[config.mk]
export PLATFORM = sky130hd
export DESIGN_NAME = seq_shifter
export DESIGN_NICKNAME = d
export VERILOG_FILES = /design/src/rtl/seq_shifter_pkg.sv /design/src/rtl/seq_shifter_shift_step.sv /design/src/rtl/seq_shifter.sv
export SDC_FILE = /design/constraint.sdc
export NUM_CORES = 1
export LEC_CHECK = 0
export ABC_AREA = 1
export CAP_MARGIN = 20
export CELL_PAD_IN_SITES_DETAIL_PLACEMENT = 1
export CELL_PAD_IN_SITES_GLOBAL_PLACEMENT = 2
export CORE_ASPECT_RATIO = 0.5
export CORE_MARGIN = 2
export CORE_UTILIZATION = 26
export DETAILED_ROUTE_END_ITERATION = 12
export PLACE_DENSITY_LB_ADDON = 0.1
export SLEW_MARGIN = 25
export SYNTH_ARGS = -nofsm -noshare
export SYNTH_HDL_FRONTEND = slang
export SYNTH_SLANG_ARGS = --single-unit
[constraint.sdc]
create_clock -name clk -period 1.24 [get_ports clk]
set_input_delay 0.248 -clock clk [delete_from_list [all_inputs] [get_ports clk]]
set_output_delay 0.248 -clock clk [all_outputs]
set_load 0.005 [all_outputs]
[src/rtl/seq_shifter_pkg.sv]
// Shared definitions for the multi-cycle shifter: shift mode codes and FSM state encodings.
package seq_shifter_pkg;

    typedef enum logic [2:0] {
        SH_SLL = 3'd0,
        SH_SRL = 3'd1,
        SH_SRA = 3'd2,
        SH_ROL = 3'd3,
        SH_ROR = 3'd4
    } sh_mode_e;

    typedef enum logic [1:0] {
        ST_IDLE  = 2'd0,
        ST_SHIFT = 2'd1,
        ST_DONE  = 2'd2
    } state_e;

endpackage

[src/rtl/seq_shifter_shift_step.sv]
// Combinational single-step shifter: shifts din by n places (0..STEP) in the selected mode
// and reports the last bit shifted out (or wrapped, for rotates).
module shift_step
    import seq_shifter_pkg::*;
#(
    parameter int WIDTH   = 16,
    parameter int SHAMT_W = $clog2(WIDTH)
) (
    input  logic [WIDTH-1:0]   din,
    input  logic [SHAMT_W-1:0] n,
    input  logic [2:0]         mode,
    output logic [WIDTH-1:0]   dout,
    output logic               cout
);

    // Double-width working value: the half not returned catches the bits pushed out,
    // so the last bit out always sits right next to the result boundary.
    logic        [2*WIDTH-1:0] ext;
    logic signed [2*WIDTH-1:0] sext;

    always_comb begin
        ext  = '0;
        sext = '0;
        dout = din;
        cout = 1'b0;
        case (mode)
            SH_SRL: begin
                ext  = {din, {WIDTH{1'b0}}} >> n;
                dout = ext[2*WIDTH-1:WIDTH];
                cout = ext[WIDTH-1];
            end
            SH_SRA: begin
                sext = {din, {WIDTH{1'b0}}};
                ext  = sext >>> n;
                dout = ext[2*WIDTH-1:WIDTH];
                cout = ext[WIDTH-1];
            end
            SH_ROL: begin
                ext  = {din, din} << n;
                dout = ext[2*WIDTH-1:WIDTH];
                cout = (n != '0) & ext[WIDTH];
            end
            SH_ROR: begin
                ext  = {din, din} >> n;
                dout = ext[WIDTH-1:0];
                cout = (n != '0) & ext[WIDTH-1];
            end
            default: begin
                // SLL, and the unused codes 5-7 which behave as SLL
                ext  = {{WIDTH{1'b0}}, din} << n;
                dout = ext[WIDTH-1:0];
                cout = ext[WIDTH];
            end
        endcase
    end

endmodule

[src/rtl/seq_shifter.sv]
// Multi-cycle shift unit: SLL/SRL/SRA/ROL/ROR by a run-time amount, up to STEP bits per
// clock, with a start/done handshake, carry (last bit out) and zero flag.
module seq_shifter
    import seq_shifter_pkg::*;
#(
    parameter int WIDTH   = 16,
    parameter int STEP    = 1,
    parameter int SHAMT_W = $clog2(WIDTH)
) (
    input  logic               clk,
    input  logic               rst,
    input  logic               start,
    input  logic [2:0]         mode,
    input  logic [WIDTH-1:0]   din,
    input  logic [SHAMT_W-1:0] amt,
    output logic               ready,
    output logic               busy,
    output logic               done,
    output logic [WIDTH-1:0]   result,
    output logic               carry,
    output logic               zero
);

    localparam logic [SHAMT_W-1:0] STEP_AMT = SHAMT_W'(STEP);

    state_e             state_reg, state_next;
    logic [WIDTH-1:0]   acc_reg, acc_next;
    logic [SHAMT_W-1:0] rem_reg, rem_next;
    logic [2:0]         mode_reg, mode_next;
    logic               cacc_reg, cacc_next;
    logic [WIDTH-1:0]   result_reg, result_next;
    logic               carry_reg, carry_next;
    logic               zero_reg, zero_next;

    logic [SHAMT_W-1:0] step_n;
    logic [WIDTH-1:0]   step_out;
    logic               step_cout;
    logic               accept;

    assign step_n = (rem_reg > STEP_AMT) ? STEP_AMT : rem_reg;
    assign ready  = (state_reg == ST_IDLE) || (state_reg == ST_DONE);
    assign busy   = (state_reg == ST_SHIFT);
    assign done   = (state_reg == ST_DONE);
    assign accept = start && ready;
    assign result = result_reg;
    assign carry  = carry_reg;
    assign zero   = zero_reg;

    shift_step #(
        .WIDTH   (WIDTH),
        .SHAMT_W (SHAMT_W)
    ) u_step (
        .din  (acc_reg),
        .n    (step_n),
        .mode (mode_reg),
        .dout (step_out),
        .cout (step_cout)
    );

    always_comb begin
        state_next  = state_reg;
        acc_next    = acc_reg;
        rem_next    = rem_reg;
        mode_next   = mode_reg;
        cacc_next   = cacc_reg;
        result_next = result_reg;
        carry_next  = carry_reg;
        zero_next   = zero_reg;
        case (state_reg)
            ST_IDLE, ST_DONE: begin
                if (accept) begin
                    state_next = ST_SHIFT;
                    acc_next   = din;
                    rem_next   = amt;
                    mode_next  = mode;
                    cacc_next  = 1'b0;
                end else begin
                    state_next = ST_IDLE;
                end
            end
            ST_SHIFT: begin
                // Visible outputs change only on the edge that enters DONE.
                if (rem_reg == '0) begin
                    state_next  = ST_DONE;
                    result_next = acc_reg;
                    carry_next  = cacc_reg;
                    zero_next   = (acc_reg == '0);
                end else begin
                    acc_next  = step_out;
                    cacc_next = step_cout;
                    rem_next  = rem_reg - step_n;
                end
            end
            default: state_next = ST_IDLE;
        endcase
    end

    always_ff @(posedge clk) begin
        if (rst) begin
            state_reg  <= ST_IDLE;
            acc_reg    <= '0;
            rem_reg    <= '0;
            mode_reg   <= 3'd0;
            cacc_reg   <= 1'b0;
            result_reg <= '0;
            carry_reg  <= 1'b0;
            zero_reg   <= 1'b1;
        end else begin
            state_reg  <= state_next;
            acc_reg    <= acc_next;
            rem_reg    <= rem_next;
            mode_reg   <= mode_next;
            cacc_reg   <= cacc_next;
            result_reg <= result_next;
            carry_reg  <= carry_next;
            zero_reg   <= zero_next;
        end
    end

endmodule

==> results.cfg <==
[global_route]
grt_pass1_vias = 2719
grt_max_degree = 26
grt_pass1_wl_um = 14170
grt_antenna_before_repair = 0
track_usage = 0.1792
grt-ovfl-total = 0

[synth]
syn-num-nets = 360
syn_area_per_cell_um2 = 7.436
ys_ff_latch = 44
synth.cell_area_mm2 = 0.002476
yosysWarnings = 0
syn_inst = 333
yosysUniqueCellTypes = 33
yosysSeqAreaShare = 0.3557

[placed_design]
hpwl_um = 5788
dp_cells = 539
port_buffers = 46
place_congestion = 0.7452

[status]
failed_checks = setup timing
status = complete, but fails checks

[clock_tree]
cts_tree = yes
path_clk_slew_ns = 0.06
cts_max_level = 2
insertion_delay_ns = 0.29
cts.path.max_buffers = 2
clock-sinks = 44
cts_root_buf = clkbuf_16
numCtsBuffers = 5
cts_hold_buf = 0

[die]
die_w_um = 142.0
floorplan.initialDensity = 0.2647
fp-row-count = 25
ios = 47
dieArea_mm2 = 0.01037
core-area_mm2 = 0.009353
fp.dieH_um = 73.01

[routing]
avgRoutedWirePerCell_um = 16.45
wirelength_um = 9346
first_pass_iters = 4
vias = 2600
drc = 0
vias_per_cell = 4.577
ant_nets = 0
drtIter0Drc = 132

[sta]
period_needed_ns = 1.430
worst_slack_ns = -0.1895
slew_headroom = 0.8166
clock_skew_ns = 0.004111
finalSetupViolations = 40
clock.fmax_mhz = 699.5
tightest_slew_ns = 0.2749
rsz0062_at_grt = yes
finalSetupTns_ns = -5.870
fin_crit_sh = 1.153
hold_viol = 0
hold_ws_ns = 0.4249
slew_viol_final = 0

[power_and_ir_drop]
total_power_mw = 5.470
leakage_nw = 1.976
ir_worst_vdd_uv = 538.2
power_density_mw_per_mm2 = 1324

[critical_path]
worstRegToRegCells = 7
cp-start-kind = register
worstPathRequired_ns = 1.47
crit_fanout = 7
crit_path_end_kind = register
crit_type = register to register
cp.arrival_ns = 1.66

[finish]
final_cell_mix = nand2_1 (83), buf_4 (52), dfxtp_1 (33), inv_1 (24), clkdlybuf4s50_1 (24)
layout_commonest_cell = nand2_1
diodes = 0
syn_to_final_growth_pct = 66.80
layoutNonFillerInstCount = 568
drive_gt1_frac = 0.4004
final_nets = 473

[flow_run]
max_cap_violations = 0

[hold_path]
min_path_type = input port to register
hold_depth = 3
-- stage by stage --
stage                     area [um^2]  utilization  setup slack [ns]
after floorplan                  2479            -           0.03510
after global placement           3397       0.3632           -0.2372
after detailed placement         3397       0.3632           -0.2843
after CTS                        3814       0.4078           -0.1578
after global routing             4130       0.4416           -0.2695
final                            4130       0.4416           -0.1895
-- critical path: stages, from the launching register on --
cell and delay, ns:
dfxtp_4 0.37, nor2_4 0.13, nand2_4 0.12, nor2_8 0.20, clkbuf_16 0.19, buf_8 0.13
buf_4 0.11, o211a_1 0.13
-- logic make-up (layout without fill, tap and decap cells) --
kind of cell,count (synthesis),in the layout,share of synthesized area
AO/OA/AOI/OAI,66,66,0.1819
adder cells (fa/ha/maj),1,1,0.005052
buffers and inverters,50,161,0.1142
flip-flops,44,44,0.3557
multiplexers,1,1,0.004043
AND/OR/NAND/NOR,171,174,0.3391
-- report_power, final --
group | switching [mW] | leakage (nW) | internal, mW | total [mW]
clock | 0.570 | 0.0712 | 0.806 | 1.38
combinational | 1.23 | 1.54 | 1.19 | 2.42
sequential | 0.0945 | 0.366 | 1.58 | 1.68
total | 1.89 | 1.98 | 3.58 | 5.47
-- metal layers --
| metal | global-route usage | share of wire | up-vias |
|---|---|---|---|
| met2 | 0.2915 | 0.45 | 27 |
| li1 | - | - | 1311 |
| met3 | 0.03281 | 0.022 | 7 |
| met4 | 0.03667 | 0.0085 | 0 |
| met1 | 0.2507 | 0.52 | 1255 |
| met5 | 0 | 0 | - |
-- area by class of cell --
| type | instances | area [um^2] |
|---|---|---|
| Fill cell | 1104 | 5223 |
| Multi-Input combinational cell | 242 | 1582 |
| Timing Repair Buffer | 118 | 1195 |
| Sequential cell | 44 | 902.1 |
| Inverter | 35 | 153.9 |
| Tap cell | 121 | 151.4 |
| Clock buffer | 8 | 146.4 |
-- timing repair --
| action | CTS | global route |
|---|---|---|
| gates resized for setup | 85 | 65 |
| setup endpoints to repair | 63 | 45 |
| pin swaps | 12 | 19 |
| buffers inserted | 5 | 9 |
| cloned | 5 | 2 |
-- synthesized netlist by cell type --
cell	instances	area, um^2
nand2_1	102	382.9
a21oi_1	8	40.04
o21bai_1	1	7.510
nand2_2	2	12.51
a21oi_2	1	8.760
ha_1	1	12.51
buf_2	2	10.01
o22ai_2	1	12.51
inv_1	30	112.6
o21ai_0	26	130.1
o21ai_2	9	78.83
nand3_1	19	95.09
o211a_1	14	140.1
nor3_1	2	10.01
nor2_1	26	97.59
nor2_4	3	33.78
buf_6	8	90.09
buf_8	2	30.03
mux2i_1	1	10.01
nand2_8	1	20.02
clkbuf_1	1	3.750
nand2_4	6	67.56
nor2_8	2	40.04
nand3_4	2	35.03
nand4_1	3	18.77
a211oi_1	1	7.510
dfxtp_1	44	880.8
inv_2	4	15.01
inv_4	1	6.260
nand3_2	2	20.02
buf_4	2	15.01
o21ai_1	5	25.02
nor4_1	1	6.260
-- path summary, 6_finish.rpt --
check,from,endpoint,slack [ns]
hold / removal,rst,acc_reg[15]$_SDFFE_PP0P_,0.42
hold reg to reg,cacc_reg$_SDFFE_PP0P_,cacc_reg$_SDFFE_PP0P_,0.45
setup / recovery,rem_reg[1]$_SDFFE_PP0P_,result[10]$_SDFFE_PP0P_,-0.19
setup reg to reg,rem_reg[1]$_SDFFE_PP0P_,result[10]$_SDFFE_PP0P_,-0.19
Note: power is estimated with default switching activity, not from simulation.
